==> src/rtl/mem_lsu_pkg.sv <==
// rtl/mem_lsu_pkg.sv - Shared opcodes, bus types and FSM states for the MEM stage
package mem_lsu_pkg;

    typedef logic [7:0]  alu_op_bus_t;
    typedef logic [31:0] reg_bus_t;
    typedef logic [4:0]  reg_addr_bus_t;

    localparam logic WRITE_DISABLE = 1'b0;

    localparam alu_op_bus_t EXE_LB_OP  = 8'b1110_0000;
    localparam alu_op_bus_t EXE_LH_OP  = 8'b1110_0001;
    localparam alu_op_bus_t EXE_LW_OP  = 8'b1110_0011;
    localparam alu_op_bus_t EXE_LBU_OP = 8'b1110_0100;
    localparam alu_op_bus_t EXE_LHU_OP = 8'b1110_0101;
    localparam alu_op_bus_t EXE_SB_OP  = 8'b1110_1000;
    localparam alu_op_bus_t EXE_SH_OP  = 8'b1110_1001;
    localparam alu_op_bus_t EXE_SW_OP  = 8'b1110_1011;

    typedef enum logic [1:0] {
        ST_IDLE = 2'd0,
        ST_BUSY = 2'd1,
        ST_DONE = 2'd2
    } lsu_state_e;

    function automatic logic is_load_op(input alu_op_bus_t op);
        return op inside {EXE_LB_OP, EXE_LBU_OP, EXE_LH_OP, EXE_LHU_OP, EXE_LW_OP};
    endfunction

    function automatic logic is_store_op(input alu_op_bus_t op);
        return op inside {EXE_SB_OP, EXE_SH_OP, EXE_SW_OP};
    endfunction

endpackage

==> src/rtl/mem_bus_fsm.sv <==
// rtl/mem_bus_fsm.sv - Bus access sequencer: IDLE/BUSY/DONE, ack timeout, registered bus outputs
module mem_bus_fsm
    import mem_lsu_pkg::*;
#(
    parameter int ACK_TIMEOUT = 16,
    parameter int AW          = 32
) (
    input  logic          clk,
    input  logic          clr,
    input  logic          start,
    input  logic          req_we,
    input  logic [AW-1:0] req_addr,
    input  logic [3:0]    req_sel,
    input  logic [31:0]   req_wdata,
    input  logic          bus_ack,
    input  logic [31:0]   bus_rdata,
    output lsu_state_e    state,
    output logic [31:0]   rdata,
    output logic          bus_req,
    output logic          bus_we,
    output logic [AW-1:0] bus_addr,
    output logic [3:0]    bus_sel,
    output logic [31:0]   bus_wdata,
    output logic          bus_err
);

    localparam int CW = $clog2(ACK_TIMEOUT + 1);
    localparam logic [CW-1:0] CNT_LAST = CW'(ACK_TIMEOUT - 1);

    lsu_state_e    state_q, state_d;
    logic [CW-1:0] cnt_q, cnt_d;
    logic          req_q, req_d, we_q, we_d, err_q, err_d;
    logic [AW-1:0] addr_q, addr_d;
    logic [3:0]    sel_q, sel_d;
    logic [31:0]   wdata_q, wdata_d, rdata_q, rdata_d;

    always_comb begin
        state_d = state_q;
        cnt_d   = cnt_q;
        req_d   = req_q;
        we_d    = we_q;
        addr_d  = addr_q;
        sel_d   = sel_q;
        wdata_d = wdata_q;
        rdata_d = rdata_q;
        err_d   = 1'b0;
        case (state_q)
            ST_IDLE: if (start) begin
                state_d = ST_BUSY;
                cnt_d   = '0;
                req_d   = 1'b1;
                we_d    = req_we;
                addr_d  = req_addr;
                sel_d   = req_sel;
                wdata_d = req_wdata;
            end
            ST_BUSY: begin
                cnt_d = cnt_q + 1'b1;
                // An ack arriving on the final allowed cycle still completes normally.
                if (bus_ack) begin
                    rdata_d = bus_rdata;
                    req_d   = 1'b0;
                    cnt_d   = '0;
                    state_d = ST_DONE;
                end else if (cnt_q == CNT_LAST) begin
                    rdata_d = '0;
                    req_d   = 1'b0;
                    err_d   = 1'b1;
                    cnt_d   = '0;
                    state_d = ST_DONE;
                end
            end
            ST_DONE: state_d = ST_IDLE;
            default: state_d = ST_IDLE;
        endcase
    end

    always_ff @(posedge clk) begin
        if (clr) begin
            state_q <= ST_IDLE;
            cnt_q   <= '0;
            req_q   <= 1'b0;
            we_q    <= 1'b0;
            err_q   <= 1'b0;
            addr_q  <= '0;
            sel_q   <= '0;
            wdata_q <= '0;
            rdata_q <= '0;
        end else begin
            state_q <= state_d;
            cnt_q   <= cnt_d;
            req_q   <= req_d;
            we_q    <= we_d;
            err_q   <= err_d;
            addr_q  <= addr_d;
            sel_q   <= sel_d;
            wdata_q <= wdata_d;
            rdata_q <= rdata_d;
        end
    end

    assign state     = state_q;
    assign rdata     = rdata_q;
    assign bus_req   = req_q;
    assign bus_we    = we_q;
    assign bus_addr  = addr_q;
    assign bus_sel   = sel_q;
    assign bus_wdata = wdata_q;
    assign bus_err   = err_q;

endmodule

==> src/rtl/mem_lsu.sv <==
// rtl/mem_lsu.sv - MEM stage load/store unit, big-endian lanes; MEM_ALIGN_CHK_EN adds alignment exceptions
module mem_lsu #(
    parameter int ACK_TIMEOUT = 16,
    parameter int AW          = 32
) (
    input  logic          clk,
    input  logic          clr,
    input  logic [4:0]    mem_wd,
    input  logic          mem_wreg,
    input  logic [31:0]   mem_wdata,
    input  logic [31:0]   mem_hi,
    input  logic [31:0]   mem_lo,
    input  logic          mem_whilo,
    input  logic [7:0]    mem_aluop,
    input  logic [31:0]   mem_mem_addr,
    input  logic [31:0]   mem_reg2,
    output logic [4:0]    wb_wd,
    output logic          wb_wreg,
    output logic [31:0]   wb_wdata,
    output logic [31:0]   wb_hi,
    output logic [31:0]   wb_lo,
    output logic          wb_whilo,
    output logic          stallreq,
`ifdef MEM_ALIGN_CHK_EN
    output logic          excp_adel,
    output logic          excp_ades,
`endif
    output logic          bus_req,
    output logic          bus_we,
    output logic [AW-1:0] bus_addr,
    output logic [3:0]    bus_sel,
    output logic [31:0]   bus_wdata,
    input  logic [31:0]   bus_rdata,
    input  logic          bus_ack,
    output logic          bus_err
);
    import mem_lsu_pkg::*;

    lsu_state_e  state;
    logic [31:0] rdata, st_data, ld_data;
    logic [3:0]  sel;
    logic [7:0]  ld_byte;
    logic [15:0] ld_half;
    logic        is_st, is_mem, align_bad, start;

    assign is_st  = is_store_op(mem_aluop);
    assign is_mem = is_load_op(mem_aluop) | is_st;

    always_comb begin
        sel     = 4'b0000;
        st_data = mem_reg2;
        case (mem_aluop)
            EXE_LB_OP, EXE_LBU_OP, EXE_SB_OP: begin
                sel     = 4'b1000 >> mem_mem_addr[1:0];
                st_data = {4{mem_reg2[7:0]}};
            end
            EXE_LH_OP, EXE_LHU_OP, EXE_SH_OP: begin
                sel     = mem_mem_addr[1] ? 4'b0011 : 4'b1100;
                st_data = {2{mem_reg2[15:0]}};
            end
            EXE_LW_OP, EXE_SW_OP: sel = 4'b1111;
            default: ;
        endcase
    end

    always_comb begin
        case (mem_mem_addr[1:0])
            2'd0:    ld_byte = rdata[31:24];
            2'd1:    ld_byte = rdata[23:16];
            2'd2:    ld_byte = rdata[15:8];
            default: ld_byte = rdata[7:0];
        endcase
        ld_half = mem_mem_addr[1] ? rdata[15:0] : rdata[31:16];
        case (mem_aluop)
            EXE_LB_OP:  ld_data = {{24{ld_byte[7]}}, ld_byte};
            EXE_LBU_OP: ld_data = {24'd0, ld_byte};
            EXE_LH_OP:  ld_data = {{16{ld_half[15]}}, ld_half};
            EXE_LHU_OP: ld_data = {16'd0, ld_half};
            EXE_LW_OP:  ld_data = rdata;
            default:    ld_data = mem_wdata;
        endcase
    end

`ifdef MEM_ALIGN_CHK_EN
    always_comb begin
        excp_adel = 1'b0;
        excp_ades = 1'b0;
        if (state == ST_IDLE) begin
            case (mem_aluop)
                EXE_LH_OP, EXE_LHU_OP: excp_adel = mem_mem_addr[0];
                EXE_LW_OP:             excp_adel = |mem_mem_addr[1:0];
                EXE_SH_OP:             excp_ades = mem_mem_addr[0];
                EXE_SW_OP:             excp_ades = |mem_mem_addr[1:0];
                default: ;
            endcase
        end
    end
    assign align_bad = excp_adel | excp_ades;
`else
    assign align_bad = 1'b0;
`endif

    // DONE is the single cycle the held instruction is allowed to retire.
    assign stallreq = is_mem & ~align_bad & (state != ST_DONE);
    assign start    = is_mem & ~align_bad & (state == ST_IDLE);

    always_comb begin
        wb_wd    = mem_wd;
        wb_hi    = mem_hi;
        wb_lo    = mem_lo;
        wb_wreg  = mem_wreg;
        wb_whilo = mem_whilo;
        wb_wdata = mem_wdata;
        if (is_mem) begin
            wb_wdata = ld_data;
            if (is_st || align_bad) wb_wreg = WRITE_DISABLE;
        end
        if (stallreq) begin
            wb_wreg  = WRITE_DISABLE;
            wb_whilo = WRITE_DISABLE;
        end
    end

    mem_bus_fsm #(
        .ACK_TIMEOUT(ACK_TIMEOUT),
        .AW         (AW)
    ) u_fsm (
        .clk       (clk),
        .clr       (clr),
        .start     (start),
        .req_we    (is_st),
        .req_addr  ({mem_mem_addr[AW-1:2], 2'b00}),
        .req_sel   (sel),
        .req_wdata (st_data),
        .bus_ack   (bus_ack),
        .bus_rdata (bus_rdata),
        .state     (state),
        .rdata     (rdata),
        .bus_req   (bus_req),
        .bus_we    (bus_we),
        .bus_addr  (bus_addr),
        .bus_sel   (bus_sel),
        .bus_wdata (bus_wdata),
        .bus_err   (bus_err)
    );

endmodule

==> config.mk <==
export PLATFORM = sky130hd
export DESIGN_NAME = mem_lsu
export DESIGN_NICKNAME = d
export VERILOG_FILES = /design/src/rtl/mem_lsu_pkg.sv /design/src/rtl/mem_bus_fsm.sv /design/src/rtl/mem_lsu.sv
export SDC_FILE = /design/constraint.sdc
export NUM_CORES = 1
export LEC_CHECK = 0
export CAP_MARGIN = 20
export CORE_MARGIN = 4
export CORE_UTILIZATION = 30
export CTS_CLUSTER_SIZE = 16
export DETAILED_ROUTE_END_ITERATION = 7
export PLACE_DENSITY = 0.68
export SLEW_MARGIN = 10
export SYNTH_ARGS = -nofsm -noshare
export SYNTH_HDL_FRONTEND = slang
export SYNTH_SLANG_ARGS = --single-unit
==> constraint.sdc <==
create_clock -name clk -period 4.11 [get_ports clk]
set_input_delay 1.233 -clock clk [delete_from_list [all_inputs] [get_ports clk]]
set_output_delay 1.233 -clock clk [all_outputs]
set_load 0.02 [all_outputs]
=== Word level (Yosys, flattened, before mapping) ===
Cells that the tools add are included.

* Register bits after elaboration: 108
* Input port bits: 210
* Output and inout bits: 175
* Logic and storage cells: 71

* $add $sub $neg: 1
* Equal/unequal tests: 15
* Shift-type cells: 1
* Mux-type cells: 26
* Bitwise operators: 4
* Reductions and logical operators: 15

{| class="wikitable"
|+ Operators with widths
! cell !! count
|-
| 32-bit case mux with 5 select lines || 1
|-
| 32-bit two-way mux || 3
|-
| 8-bit == test (second input constant) || 8
|-
| 32-bit case mux with 2 select lines || 1
|-
| 8-bit case mux with 3 select lines || 1
|-
| 16-bit two-way mux || 1
|-
| 5-bit two-way mux || 3
|-
| 4-bit case mux with 3 select lines || 1
|-
| 5-bit case mux with 2 select lines || 1
|-
| 3-bit OR reduction || 3
|-
| 1-bit two-way mux || 8
|-
| 2-bit AND reduction || 4
|-
| 2-bit two-way mux || 3
|-
| 5-bit by 1-bit adder with 5-bit output (second input constant) || 1
|-
| 5-bit by 4-bit == test with 1-bit output (second input constant) || 1
|-
| 5-bit nonzero test || 1
|-
| 2-bit by 1-bit == test with 1-bit output (second input constant) || 2
|-
| 2-bit zero test || 2
|-
| 4-bit two-way mux || 1
|-
| 2-bit inequality test (second input constant) || 2
|-
| 2-bit case mux with 2 select lines || 1
|-
| 2-bit nonzero test || 2
|-
| 4-bit by 2-bit >> shifter with 4-bit output (first input constant) || 1
|-
| 3-bit by 2-bit inequality test with 1-bit output (second input constant) || 1
|-
| 8 further kinds || 9
|}

=== Logic depth before layout (Yosys ltp) ===
Gate-level depths: netlist of run 1.

* Word-level depth: 6
* Gate-level depth with buffers: 7
* Mapped depth without buffers: 5

=== Cells and area by module ===
From an unflattened synthesis of run 1, not the netlist that was laid out.

* Cell total of the unflattened synthesis: 818
* Area total of the unflattened synthesis: 6120.9 um2

{| class="wikitable"
|+ By module, submodules not included
! module !! instances !! cells each !! area each (um2) !! seq. area each (um2)
|-
| mem_bus_fsm || 1 || 489 || 4035.1 || 2202.1
|-
| mem_lsu || 1 || 329 || 2085.8 || 0.0
|}

=== Worst setup path after synthesis of run 1 ===
No wires, ideal clock.

* Path kind: input -> output
* Start: input mem_aluop[1]
* End: output wb_wdata[0]
* Arrival time: 2.561 ns
* Required time: 2.877 ns
* Slack: 0.316 ns
* Cell stages on the path: 6
* Path buffers: 2
* Cells stage by stage: buf_4 > nand2b_1 > buf_2 > a21oi_2 > a22oi_1 > o21ai_0

* Cells in the longest elaborated chain, start to end: 4
* Elaborated cells on any way between the ends: 13
* Those cells by class: eq/ne (8); mux (2); bitwise (1); reduce/logical (2)

{| class="wikitable"
|+ Ends and longest elaborated chain
! what !! RTL line !! text
|-
| start, declared || mem_lsu.sv:14 || <nowiki>input logic [7:0] mem_aluop,</nowiki>
|-
| 8-bit == test, on equally long branches || mem_lsu_pkg.sv:26, mem_lsu.sv:74, mem_lsu_pkg.sv:30 ||
|-
| 5-bit nonzero test / 3-bit nonzero test (equally long branches) || mem_lsu_pkg.sv:26, mem_lsu_pkg.sv:30 ||
|-
| 1-bit OR || mem_lsu.sv:47 || <nowiki>assign is_mem = is_load_op(mem_aluop) | is_st;</nowiki>
|-
| 32-bit two-way mux * || mem_lsu.sv:114 || <nowiki>if (is_mem) begin</nowiki>
|-
| end, declared || mem_lsu.sv:19 || <nowiki>output logic [31:0] wb_wdata,</nowiki>
|}

Mark *: on every way between the ends. The rest lies on a longest branch, timed or not.

=== Worst setup path after layout of run 1 ===
* Start: input mem_aluop[2]
* End: output wb_wdata[22]

The elaborated chain is that of the path after synthesis.

==> reports/qor_table.md, run 1 <==
| Parameter | Value |
|:---|:---|
| Clock tree skew after final layout | 14.21 ps |
| Sink Count | 108 |
| Antenna violations before repair | 0 |
| Clock tree from TritonCTS | built |
| EDFF count, synth | 0 |
| Worst-path maximum fanout | 8 |
| I/O pin count | 385 |
| Residual overflow from global routing | 0 |
| Worst skew pair latency | 350 ps |
| Critical path data arrival time | 2810 ps |
| Vias in the first global route | 5,699 |
| Pins over their slew limit | 0 |
| Number of DRC markers after the initial detailed-route iteration | 465 |
| Part of the total power dissipated in sequential elements | 0.448 |
| Place WS | -637.1 ps |
| Antenna fix cells | 0 |
| Share of layout cells above drive strength 1 | 0.1728 |
| Worst hold path type | reg -> reg |
| Combinational group share of total power | 0.168 |
| Placeable core area | 19,530 µm² |
| Horizontal extent of the die | 149.0 µm |
| Chain of cells forming the critical path | dlygate4sd2_1 > buf_4 > a221oi_4 > a211oi_4 > buf_4 > buf_12 > a21oi_2 > buf_2 |
| Count of max-cap constraint violations | 0 |
| Final weighted congestion in routability-driven placement | 0.9546 |
| Commonest cells after routing, fill and taps aside | sky130_fd_sc_hd__clkdlybuf4s50_1, sky130_fd_sc_hd__nand2_1, sky130_fd_sc_hd__dfxtp_1 |
| Wire length after detailed routing | 21,620 µm |
| Die Ht | 149.0 µm |
| Portion of synthesized cell area occupied by the leading cell type | 0.3627 |
| Overall Global Routing Usage | 0.1893 |
| Summed area of non-filler cells in the final layout | 8648 µm² |
| Number of buffers inserted during clock tree synthesis | 9 |
| Remaining max-slew budget at the tightest pin | 0.5062 |
| Setup Crit Path Kind | in -> out |
| Detail Route Antenna Nets | 0 |
| Full die area | 22,190 µm² |
| Average via count per standard cell | 4.901 |
| Data required time at the worst endpoint | 2880 ps |
| DRC Markers | 0 |
| Delay of the slowest cell on the worst path | 380 ps |
| Clock power share | 0.384 |
| H-tree Lvls | 3 |
| Cell chosen for the clock root | sky130_fd_sc_hd__clkbuf_16 |
| Count of state elements after synthesis | 108 |
| RSZ-0062 raised after global routing | no |
| Switching pwr | 0.5977 mW |
| Clock transition at the registers of the reported paths | 70 ps |
| Status | finished, final reports clean |
| Worst VDD drop | 0.0002016 V |
| Ranking of synthesized cells by area | sky130_fd_sc_hd__dfxtp_1, sky130_fd_sc_hd__buf_4, sky130_fd_sc_hd__nand2_1 |
| Net count reported at finish | 1,127 |
| Share of async-settable or async-resettable flops after synthesis | 0 |
| Startpoint Class | input pin |
| Cell seen most often among critical-path stages | sky130_fd_sc_hd__buf_4 |
| Post-place instance area | 8339 µm² |
| Hold violation total from the final report | 0 |
| Period utilization | 0.9838 |
| # hold bufs at CTS | 0 |
| Share of total power consumed by net switching | 0.2512 |
| Most instantiated flip-flop cell in the synthesis netlist | sky130_fd_sc_hd__dfxtp_1 |
| Sequential element share of the synthesized area | 0.3627 |
| Area overhead of the layout relative to synthesis | 45.09% |
| Pwr/cell area | 275.1 nW/µm² |
| Average routed wire per standard cell | 18.24 µm |
| Most common cell after layout, fill and taps aside | sky130_fd_sc_hd__clkdlybuf4s50_1 |
| Static leakage | 3.011 nW |
| Synthesis Warnings | 0 |
| Netlist area before placement | 5961 µm² |
| Placement Rows | 51 |
| Core occupancy in the finished layout | 0.4429 |
| Post-synthesis cell type count | 55 |
| Syn Area/Cell | 8.143 µm² |
| Endpoint kind of the worst setup timing path | output pin |
| Pin count of the biggest net entering global routing | 64 |
| Half-perimeter wire length after detailed placement | 16,090 µm |
| Transition time of the tightest slew-check pin | 740.7 ps |
| Fillers | 1,963 |
| Min Tclk post-route | 4043 ps |
| Gate count of the mapped netlist | 732 |
| Final setup slack of the worst path | 66.69 ps |
| Max Clk Rate | 247.3 MHz |
| Wire length of the first global-routing pass | 33,100 µm |
| Count of buffers from port buffering | 244 |
| Setup-failing EPs final | 0 |
| Critical Path Slowest Stage Cell | sky130_fd_sc_hd__a221oi_4 |
| Internal power | 1.781 mW |
| Largest area contributor in the synthesized netlist | sky130_fd_sc_hd__dfxtp_1 |
| Sum of negative setup slack | 0 ps |
| Initial Util | 0.3053 |
| Max Buffers Root-to-Sink | 2 |
| Drt pass-1 iters | 5 |
| Via count of the routed design | 5,808 |
==> registers in the layout (all words and copies together), names as in the netlist <==
register / cells
u_fsm.bus_addr: 30
u_fsm.bus_we: 1
u_fsm.bus_sel: 4
u_fsm.bus_wdata: 32
u_fsm.cnt_q: 5
u_fsm.bus_err: 1
u_fsm.state: 2
u_fsm.rdata: 32
u_fsm.bus_req: 1
==> power by group through the flow <==
stage,registers (mW),clock network (mW),logic [mW]
final,1.06,0.915,0.400
after global routing,1.07,0.994,0.427
after CTS,1.06,0.954,0.402
after detailed placement,1.09,0,0.412
after global placement,1.09,0,0.409
after floorplan,1.10,0,0.248
==> cell families (layout without fill, tap and decap cells) <==
kind of cell	Yosys count	after routing	share of synthesized area
simple gates	262	262	0.2026
compound gates	196	196	0.2217
fa+ha+maj	1	1	0.002099
other cells	1	2	0.0006291
mux	28	28	0.06255
buf+inv	136	323	0.1478
flops	108	108	0.3627
==> cell type report <==
type / count / area (µm²) / share of cell area
clock buffers: 11 / 252.7 / 0.02922
clock inverters: 4 / 57.56 / 0.006655
inverters: 10 / 37.54 / 0.004340
multi-input cells: 489 / 2993 / 0.3461
flip-flops and latches: 108 / 2162 / 0.2500
well taps: 265 / 331.6 / 0.03834
repair buffers: 298 / 2814 / 0.3254
==> cells in the mapped netlist (7+ instances only) <==
cell type	instances
sky130_fd_sc_hd__clkbuf_1	21
sky130_fd_sc_hd__buf_4	78
sky130_fd_sc_hd__mux2i_1	19
sky130_fd_sc_hd__and2_1	9
sky130_fd_sc_hd__a211oi_1	11
sky130_fd_sc_hd__nor2_1	80
sky130_fd_sc_hd__a21oi_1	71
sky130_fd_sc_hd__o21ai_0	21
sky130_fd_sc_hd__a311oi_1	9
sky130_fd_sc_hd__inv_1	9
sky130_fd_sc_hd__buf_6	7
sky130_fd_sc_hd__buf_2	20
sky130_fd_sc_hd__nand2b_1	9
sky130_fd_sc_hd__o211ai_1	9
sky130_fd_sc_hd__nand2_1	124
sky130_fd_sc_hd__mux4_2	7
sky130_fd_sc_hd__nand3_1	12
sky130_fd_sc_hd__a21oi_2	13
sky130_fd_sc_hd__dfxtp_1	108
sky130_fd_sc_hd__a22oi_1	48
==> worst max-delay path, delay by kind of cell <==
kind / cells / cell delay, ps
buf+inv: 5 / 960
compound gates: 3 / 610
==> path summary, 6_finish.rpt <==
path                            slack (ps)               start                   to  cells past startpoint
worst max register to register        2410      u_fsm.state[1]  u_fsm.bus_wdata[17]                      5
worst max-delay path                    70        mem_aluop[2]         wb_wdata[22]                      8
worst min-delay path                   460  u_fsm.bus_addr[17]   u_fsm.bus_addr[17]                      2
worst min register to register         460  u_fsm.bus_addr[17]   u_fsm.bus_addr[17]                      2
==> through the flow <==
stage,cells,power [mW],hold slack [ps]
floorplan,733,1.347,432.6
global placement,1165,1.498,437.8
detailed placement,1165,1.501,444.0
CTS,1185,2.421,456.7
global route,1185,2.487,478.0
finish,1185,2.379,456.1
==> metal layers <==
layer / GRT usage / wire length [µm]
met5: 0 / 0
met4: 0.06087 / 579
met3: 0.04254 / 1448
met2: 0.3017 / 10240
met1: 0.2554 / 9343
==> what timing repair did <==
| item | 4_1_cts | 5_1_grt |
|---|---|---|
| setup endpoints to repair | 35 | 23 |
| cloned | 1 | 0 |
| gates resized for setup | 165 | 13 |
| setup buffers | 4 | 0 |
| pin swaps | 8 | 1 |
No activity file was read; power rests on OpenSTA's default activity.
==> inputs of run 2 (changes only) <==
Settings changed: MAX_ROUTING_LAYER set to met4.
==> run 2 against run 1 <==
  * Design area rose by 0.39%
  * First-iteration DRC count is 3.9% lower
  * Critical path depth decreased by 1
  * Routed wire length up 1.1%
  * Clock power decreased by 6.7%
  * Global-route usage increased by 0.31 points
  * Total power down 2.2%
==> reports/qor_table.md, run 2 (same netlist as run 1, synthesis figures left out) <==
| Parameter | Value | Change |
|:---|:---|:---|
| Status | finished, final reports clean |  |
| Setup-failing EPs final | 0 | unchanged |
| Share of layout cells above drive strength 1 | 0.1765 | +0.003708 |
| Total Power | 2.326 mW | -2.2% |
| Area overhead of the layout relative to synthesis | 45.65% |  |
| Final weighted congestion in routability-driven placement | 0.9674 | +1.3% |
| Transition time of the tightest slew-check pin | 688.8 ps | -51.86 ps |
| Fillers | 1,998 | +1.8% |
| Summed area of non-filler cells in the final layout | 8682 µm² | +0.39% |
| Pins over their slew limit | 0 | unchanged |
| Sum of negative setup slack | 0 ps | unchanged |
| Endpoint kind of the worst setup timing path | output pin |  |
| Min Tclk post-route | 4005 ps | -38.35 ps |
| Critical Path Slowest Stage Cell | sky130_fd_sc_hd__and4b_2 |  |
| Pin count of the biggest net entering global routing | 60 | -6.3% |
| Sink Count | 108 | unchanged |
| Chain of cells forming the critical path | dlygate4sd2_1 > and4b_2 > buf_4 > buf_4 > nand4b_1 > and3_1 > dlygate4sd2_1 |  |
| Remaining max-slew budget at the tightest pin | 0.5408 | +0.03457 |
| Average routed wire per standard cell | 18.29 µm | +0.29% |
| Data required time at the worst endpoint | 2880 ps | about the same |
| Pwr/cell area | 267.9 nW/µm² | -2.6% |
| H-tree Lvls | 3 | unchanged |
| Via count of the routed design | 5,787 | -0.36% |
| Reg-to-Reg Start | u_fsm.cnt_q[0] |  |
| Horizontal extent of the die | 149.0 µm | unchanged |
| Count of max-cap constraint violations | 0 | unchanged |
| Capture endpoint of the worst hold path | u_fsm.bus_addr[29] |  |
| DRC Markers | 0 | unchanged |
| R2R Path End | u_fsm.rdata[27] |  |
| Net count reported at finish | 1,135 | +0.71% |
| Period utilization | 0.9744 | -0.009331 |
| Length in cells of the worst reg-to-reg path | 6 | +1 |
| Clock tree from TritonCTS | built |  |
| Delay of the slowest cell on the worst path | 330 ps | -50 ps |
| Half-perimeter wire length after detailed placement | 16,180 µm | +0.55% |
| Max Clk Rate | 249.7 MHz | +0.96% |
| Wire length after detailed routing | 21,860 µm | +1.1% |
| Detail Route Antenna Nets | 0 | unchanged |
| Worst reg-to-reg setup slack | 2420 ps | about the same |
| Cell chosen for the clock root | sky130_fd_sc_hd__clkbuf_16 |  |
| Wire length of the first global-routing pass | 32,330 µm | -2.3% |
| Average via count per standard cell | 4.843 | -1.2% |
| Die Ht | 149.0 µm | unchanged |
| Full die area | 22,190 µm² | unchanged |
| Vias in the first global route | 5,467 | -4.1% |
| Number of DRC markers after the initial detailed-route iteration | 447 | -3.9% |
| Commonest cells after routing, fill and taps aside | sky130_fd_sc_hd__clkdlybuf4s50_1, sky130_fd_sc_hd__nand2_1, sky130_fd_sc_hd__dfxtp_1 |  |
| RSZ-0062 raised after global routing | no |  |
| Hold violation total from the final report | 0 | unchanged |
| Number of buffers inserted during clock tree synthesis | 9 | unchanged |
| Most common cell after layout, fill and taps aside | sky130_fd_sc_hd__clkdlybuf4s50_1 |  |
| Worst Min Path Start | u_fsm.bus_addr[29] |  |
| Drt pass-1 iters | 6 | +1 |
| Startpoint Class | input pin |  |
| Placement Rows | 51 | unchanged |
| Clock tree skew after final layout | 13.62 ps | -0.5862 ps |
| Count of buffers from port buffering | 244 | unchanged |
| Worst VDD drop | 0.0001839 V | -8.8% |
| Clock transition at the registers of the reported paths | 70 ps | about the same |
| Critical path data arrival time | 2770 ps | -40 ps |
| Antenna violations before repair | 1 | +1 |
| Worst-path maximum fanout | 2 | -6 |
| Placeable core area | 19,530 µm² | unchanged |
| Worst slack on hold paths | 455.5 ps | -0.5900 ps |
| Residual overflow from global routing | 0 | unchanged |
| Initial Util | 0.3053 | unchanged |
| Static leakage | 3.058 nW | +1.5% |
| Worst hold path type | reg -> reg |  |
| Worst hold path cell count | 2 | unchanged |
| Overall Global Routing Usage | 0.1924 | +0.003115 |
| Max Buffers Root-to-Sink | 2 | unchanged |
| Setup Crit Path Kind | in -> out |  |
| Worst skew pair latency | 350 ps | about the same |
| Post-place instance area | 8364 µm² | +0.30% |
| I/O pin count | 385 | unchanged |
## run 2: worst max-delay path by stage
| stage | cells after the start | end | slack [ps] | from |
|---|---|---|---|---|
| after floorplan | 6 | wb_wdata[0] | 320 | mem_aluop[1] |
| after global placement | 9 | wb_wdata[9] | -600 | mem_mem_addr[0] |
| after detailed placement | 8 | wb_wdata[9] | -630 | mem_aluop[1] |
| after CTS | 8 | wb_wdata[29] | 3 | mem_aluop[3] |
| after global routing | 7 | wb_wdata[29] | 20 | mem_aluop[2] |
| final | 7 | wb_wreg | 110 | mem_aluop[4] |
## run 2: stage by stage
stage                     instances  worst slack, ps  utilization
after floorplan                 733            316.1            -
after global placement         1170           -598.8       0.4284
after detailed placement       1170           -631.6       0.4284
after CTS                      1194            2.835       0.4424
after global routing           1195            19.60       0.4446
final                          1195            105.0       0.4446
## run 2: critical path, delay by kind of cell
| kind | cells | cell delay [ps] |
|---|---|---|
| buffers and inverters | 4 | 810 |
| and+or+nand+nor | 3 | 730 |
## run 2: routing by layer
| metal | routed length [µm] | global-route usage |
|---|---|---|
| met1 | 9944 | 0.2582 |
| met2 | 10340 | 0.2940 |
| met3 | 1026 | 0.03008 |
| met4 | 546 | 0.07185 |
| met5 | 0 | - |
## run 2: what timing repair did
action / in CTS / in global routing
resized for setup: 175 / 17
endpoints found under the setup margin: 35 / 26
setup buffers: 5 / 0
hold buffers: 0 / 0
pin swaps: 7 / 3
hold endpoints to repair: 0 / 0
cloned: 3 / 0
## run 2: cell type report
class                           instances  area [µm²]  share of cell area
Clock inverter                          6       53.80            0.006197
Antenna cell                            1       2.502           0.0002882
Tap cell                              265       331.6             0.03819
Multi-Input combinational cell        490        3004              0.3460
Inverter                               10       37.54            0.004323
Sequential cell                       108        2162              0.2490
Timing Repair Buffer                  305        2861              0.3296
Clock buffer                           10       229.0             0.02637
## run 2: where the power goes
group / leakage (nW) / switching [mW] / internal (mW)
Sequential: 0.871 / 0.00764 / 1.06
Combinational: 2.05 / 0.188 / 0.220
Clock: 0.141 / 0.428 / 0.426
==> inputs of run 3 (changes only) <==
--- a/constraint.sdc
+++ b/constraint.sdc
@@ -3,2 +3,2 @@
 set_output_delay 1.233 -clock clk [all_outputs]
-set_load 0.02 [all_outputs]
+set_load 0.05 [all_outputs]
==> run 3 against run 2 <==
  * Sequential power about the same
  * Critical path type unchanged
  * Critical endpoint is now wb_wdata[26]
  * Register-to-register slack worse by 80 ps
  * Design area is 8.3% higher
  * Clock-buffer cell count decreased by 1
==> reports/qor_table.md, run 3 (same netlist as run 1, synthesis figures left out) <==
| Parameter | Value | Change |
|:---|:---|:---|
| Worst skew pair latency | 360 ps | about the same |
| Sum of negative setup slack | 0 ps | unchanged |
| Antenna violations before repair | 1 | unchanged |
| Commonest cells after routing, fill and taps aside | sky130_fd_sc_hd__clkdlybuf4s50_1, sky130_fd_sc_hd__nand2_1, sky130_fd_sc_hd__dfxtp_1 |  |
| Full die area | 22,190 µm² | unchanged |
| Sink Count | 108 | unchanged |
| Placement Rows | 51 | unchanged |
| Hold violation total from the final report | 0 | unchanged |
| Max Buffers Root-to-Sink | 2 | unchanged |
| Area overhead of the layout relative to synthesis | 57.68% |  |
| Horizontal extent of the die | 149.0 µm | unchanged |
| Via count of the routed design | 5,802 | +0.26% |
| Overall Global Routing Usage | 0.1909 | -0.001473 |
| Worst-path maximum fanout | 6 | +4 |
| Residual overflow from global routing | 0 | unchanged |
| Pins over their slew limit | 0 | unchanged |
| Worst hold path type | reg -> reg |  |
| Worst slack on hold paths | 455.7 ps | +0.1830 ps |
| Wire length of the first global-routing pass | 32,350 µm | about the same |
| Data required time at the worst endpoint | 2880 ps | about the same |
| Share of layout cells above drive strength 1 | 0.1965 | +0.02001 |
| Vias in the first global route | 5,711 | +4.5% |
| Critical path data arrival time | 2810 ps | +40 ps |
| Min Tclk post-route | 4039 ps | +34.39 ps |
| Clock tree from TritonCTS | built |  |
| Die Ht | 149.0 µm | unchanged |
| Half-perimeter wire length after detailed placement | 16,070 µm | -0.64% |
| Number of DRC markers after the initial detailed-route iteration | 337 | -25% |
| Period utilization | 0.9828 | +0.008368 |
| H-tree Lvls | 3 | unchanged |
| Placeable core area | 19,530 µm² | unchanged |
| I/O pin count | 385 | unchanged |
| Net count reported at finish | 1,132 | -0.26% |
| Drt pass-1 iters | 5 | -1 |
| Count of max-cap constraint violations | 0 | unchanged |
| Number of buffers inserted during clock tree synthesis | 9 | unchanged |
| Final weighted congestion in routability-driven placement | 0.9059 | -6.4% |
| Max Clk Rate | 247.6 MHz | -0.85% |
| Delay of the slowest cell on the worst path | 300 ps | -30 ps |
| Chain of cells forming the critical path | dlygate4sd2_1 > buf_6 > or2_2 > nor4_4 > a211oi_4 > buf_12 > buf_12 > a21oi_4 > buf_12 |  |
| Cell chosen for the clock root | sky130_fd_sc_hd__clkbuf_16 |  |
| Wire length after detailed routing | 21,770 µm | -0.42% |
| Count of buffers from port buffering | 244 | unchanged |
| Cell seen most often among critical-path stages | sky130_fd_sc_hd__buf_12 |  |
| Startpoint Class | input pin |  |
| DRC Markers | 0 | unchanged |
| Critical Path Slowest Stage Cell | sky130_fd_sc_hd__or2_2 |  |
| Clock tree skew after final layout | 10.60 ps | -3.021 ps |
| Endpoint kind of the worst setup timing path | output pin |  |
| Remaining max-slew budget at the tightest pin | 0.4043 | -0.1365 |
| Pin count of the biggest net entering global routing | 80 | +33% |
| Static leakage | 3.275 nW | +7.1% |
| Most common cell after layout, fill and taps aside | sky130_fd_sc_hd__clkdlybuf4s50_1 |  |
| Clock transition at the registers of the reported paths | 80 ps | about the same |
| Status | finished, final reports clean |  |
| Setup Crit Path Kind | in -> out |  |
| Detail Route Antenna Nets | 0 | unchanged |
| Worst VDD drop | 0.0002097 V | +14% |
| Setup-failing EPs final | 0 | unchanged |
| Pwr/cell area | 277.2 nW/µm² | +3.5% |
| Average routed wire per standard cell | 18.26 µm | -0.17% |
| Transition time of the tightest slew-check pin | 893.5 ps | +204.7 ps |
| Average via count per standard cell | 4.867 | +0.51% |
| Initial Util | 0.3053 | unchanged |
[run 3: changes by cell type in the layout (fill, tap and decap cells not counted), moves of 4 or more]
cell                      previous run  this run
sky130_fd_sc_hd__o21ai_0            21         6
sky130_fd_sc_hd__nand2_1           124       120
sky130_fd_sc_hd__a21oi_4             2        18
sky130_fd_sc_hd__buf_12              5        42
sky130_fd_sc_hd__buf_2              18         0
sky130_fd_sc_hd__a21oi_1            68        57
sky130_fd_sc_hd__o21ai_1             1        13
sky130_fd_sc_hd__a21oi_2            14         9
sky130_fd_sc_hd__buf_4              63        45
[run 3: power breakdown]
| group | internal, mW | switching [mW] |
|---|---|---|
| registers | 1.06 | 0.00777 |
| clock network | 0.504 | 0.477 |
| logic | 0.283 | 0.275 |
[run 3: per-stage QoR]
stage	setup WS [ps]	utilization	instances	area, µm²	total power, mW
finish	70.65	0.4814	1192	9399	2.606
global route	-20.56	0.4814	1192	9399	2.705
CTS	5.097	0.4771	1191	9315	2.638
detailed placement	-836.1	0.4436	1163	8662	1.625
global placement	-741.1	0.4436	1163	8662	1.623
floorplan	14.13	-	733	6002	1.505
[run 3: worst paths after layout]
| kind | startpoint | endpoint | slack, ps | cells past startpoint |
|---|---|---|---|---|
| worst max-delay path | mem_aluop[1] | wb_wdata[26] | 70 | 9 |
| worst min-delay path | u_fsm.bus_addr[26] | u_fsm.bus_addr[26] | 460 | 2 |
| worst max register to register | u_fsm.state[1] | u_fsm.bus_wdata[16] | 2340 | 5 |
| worst min register to register | u_fsm.bus_addr[26] | u_fsm.bus_addr[26] | 460 | 2 |
[run 3: final cells by class]
class                      count  area [µm²]
fill                        1861       10130
timing repair buffer         303        3349
multi-input combinational    489        3176
sequential                   108        2162
tap                          265       331.6
clock buffer                   9       225.2
clock inverter                 7       115.1
inverter                      10       37.54
antenna                        1       2.502
[run 3: repair_timing]
| action | 4_1_cts | 5_1_grt |
|---|---|---|
| hold buffers | 0 | 0 |
| buffers inserted | 11 | 1 |
| endpoints found under the setup margin | 34 | 31 |
| pin swaps | 19 | 7 |
| gates cloned | 1 | 0 |
| gates resized for setup | 48 | 21 |
[run 3: routing by layer]
metal,share of wire,track usage,wire (µm),vias up
met5,0,-,0,-
met4,0.027,0.06728,588,0
met3,0.056,0.03646,1211,50
met2,0.49,0.3044,10630,178
met1,0.43,0.2432,9338,2734
li1,-,-,-,2840
[run 3: critical path: cells and delay by family]
family	cells	cell delay, ps
buffers and inverters	5	820
AO/OA/AOI/OAI	2	250
AND/OR/NAND/NOR	2	490
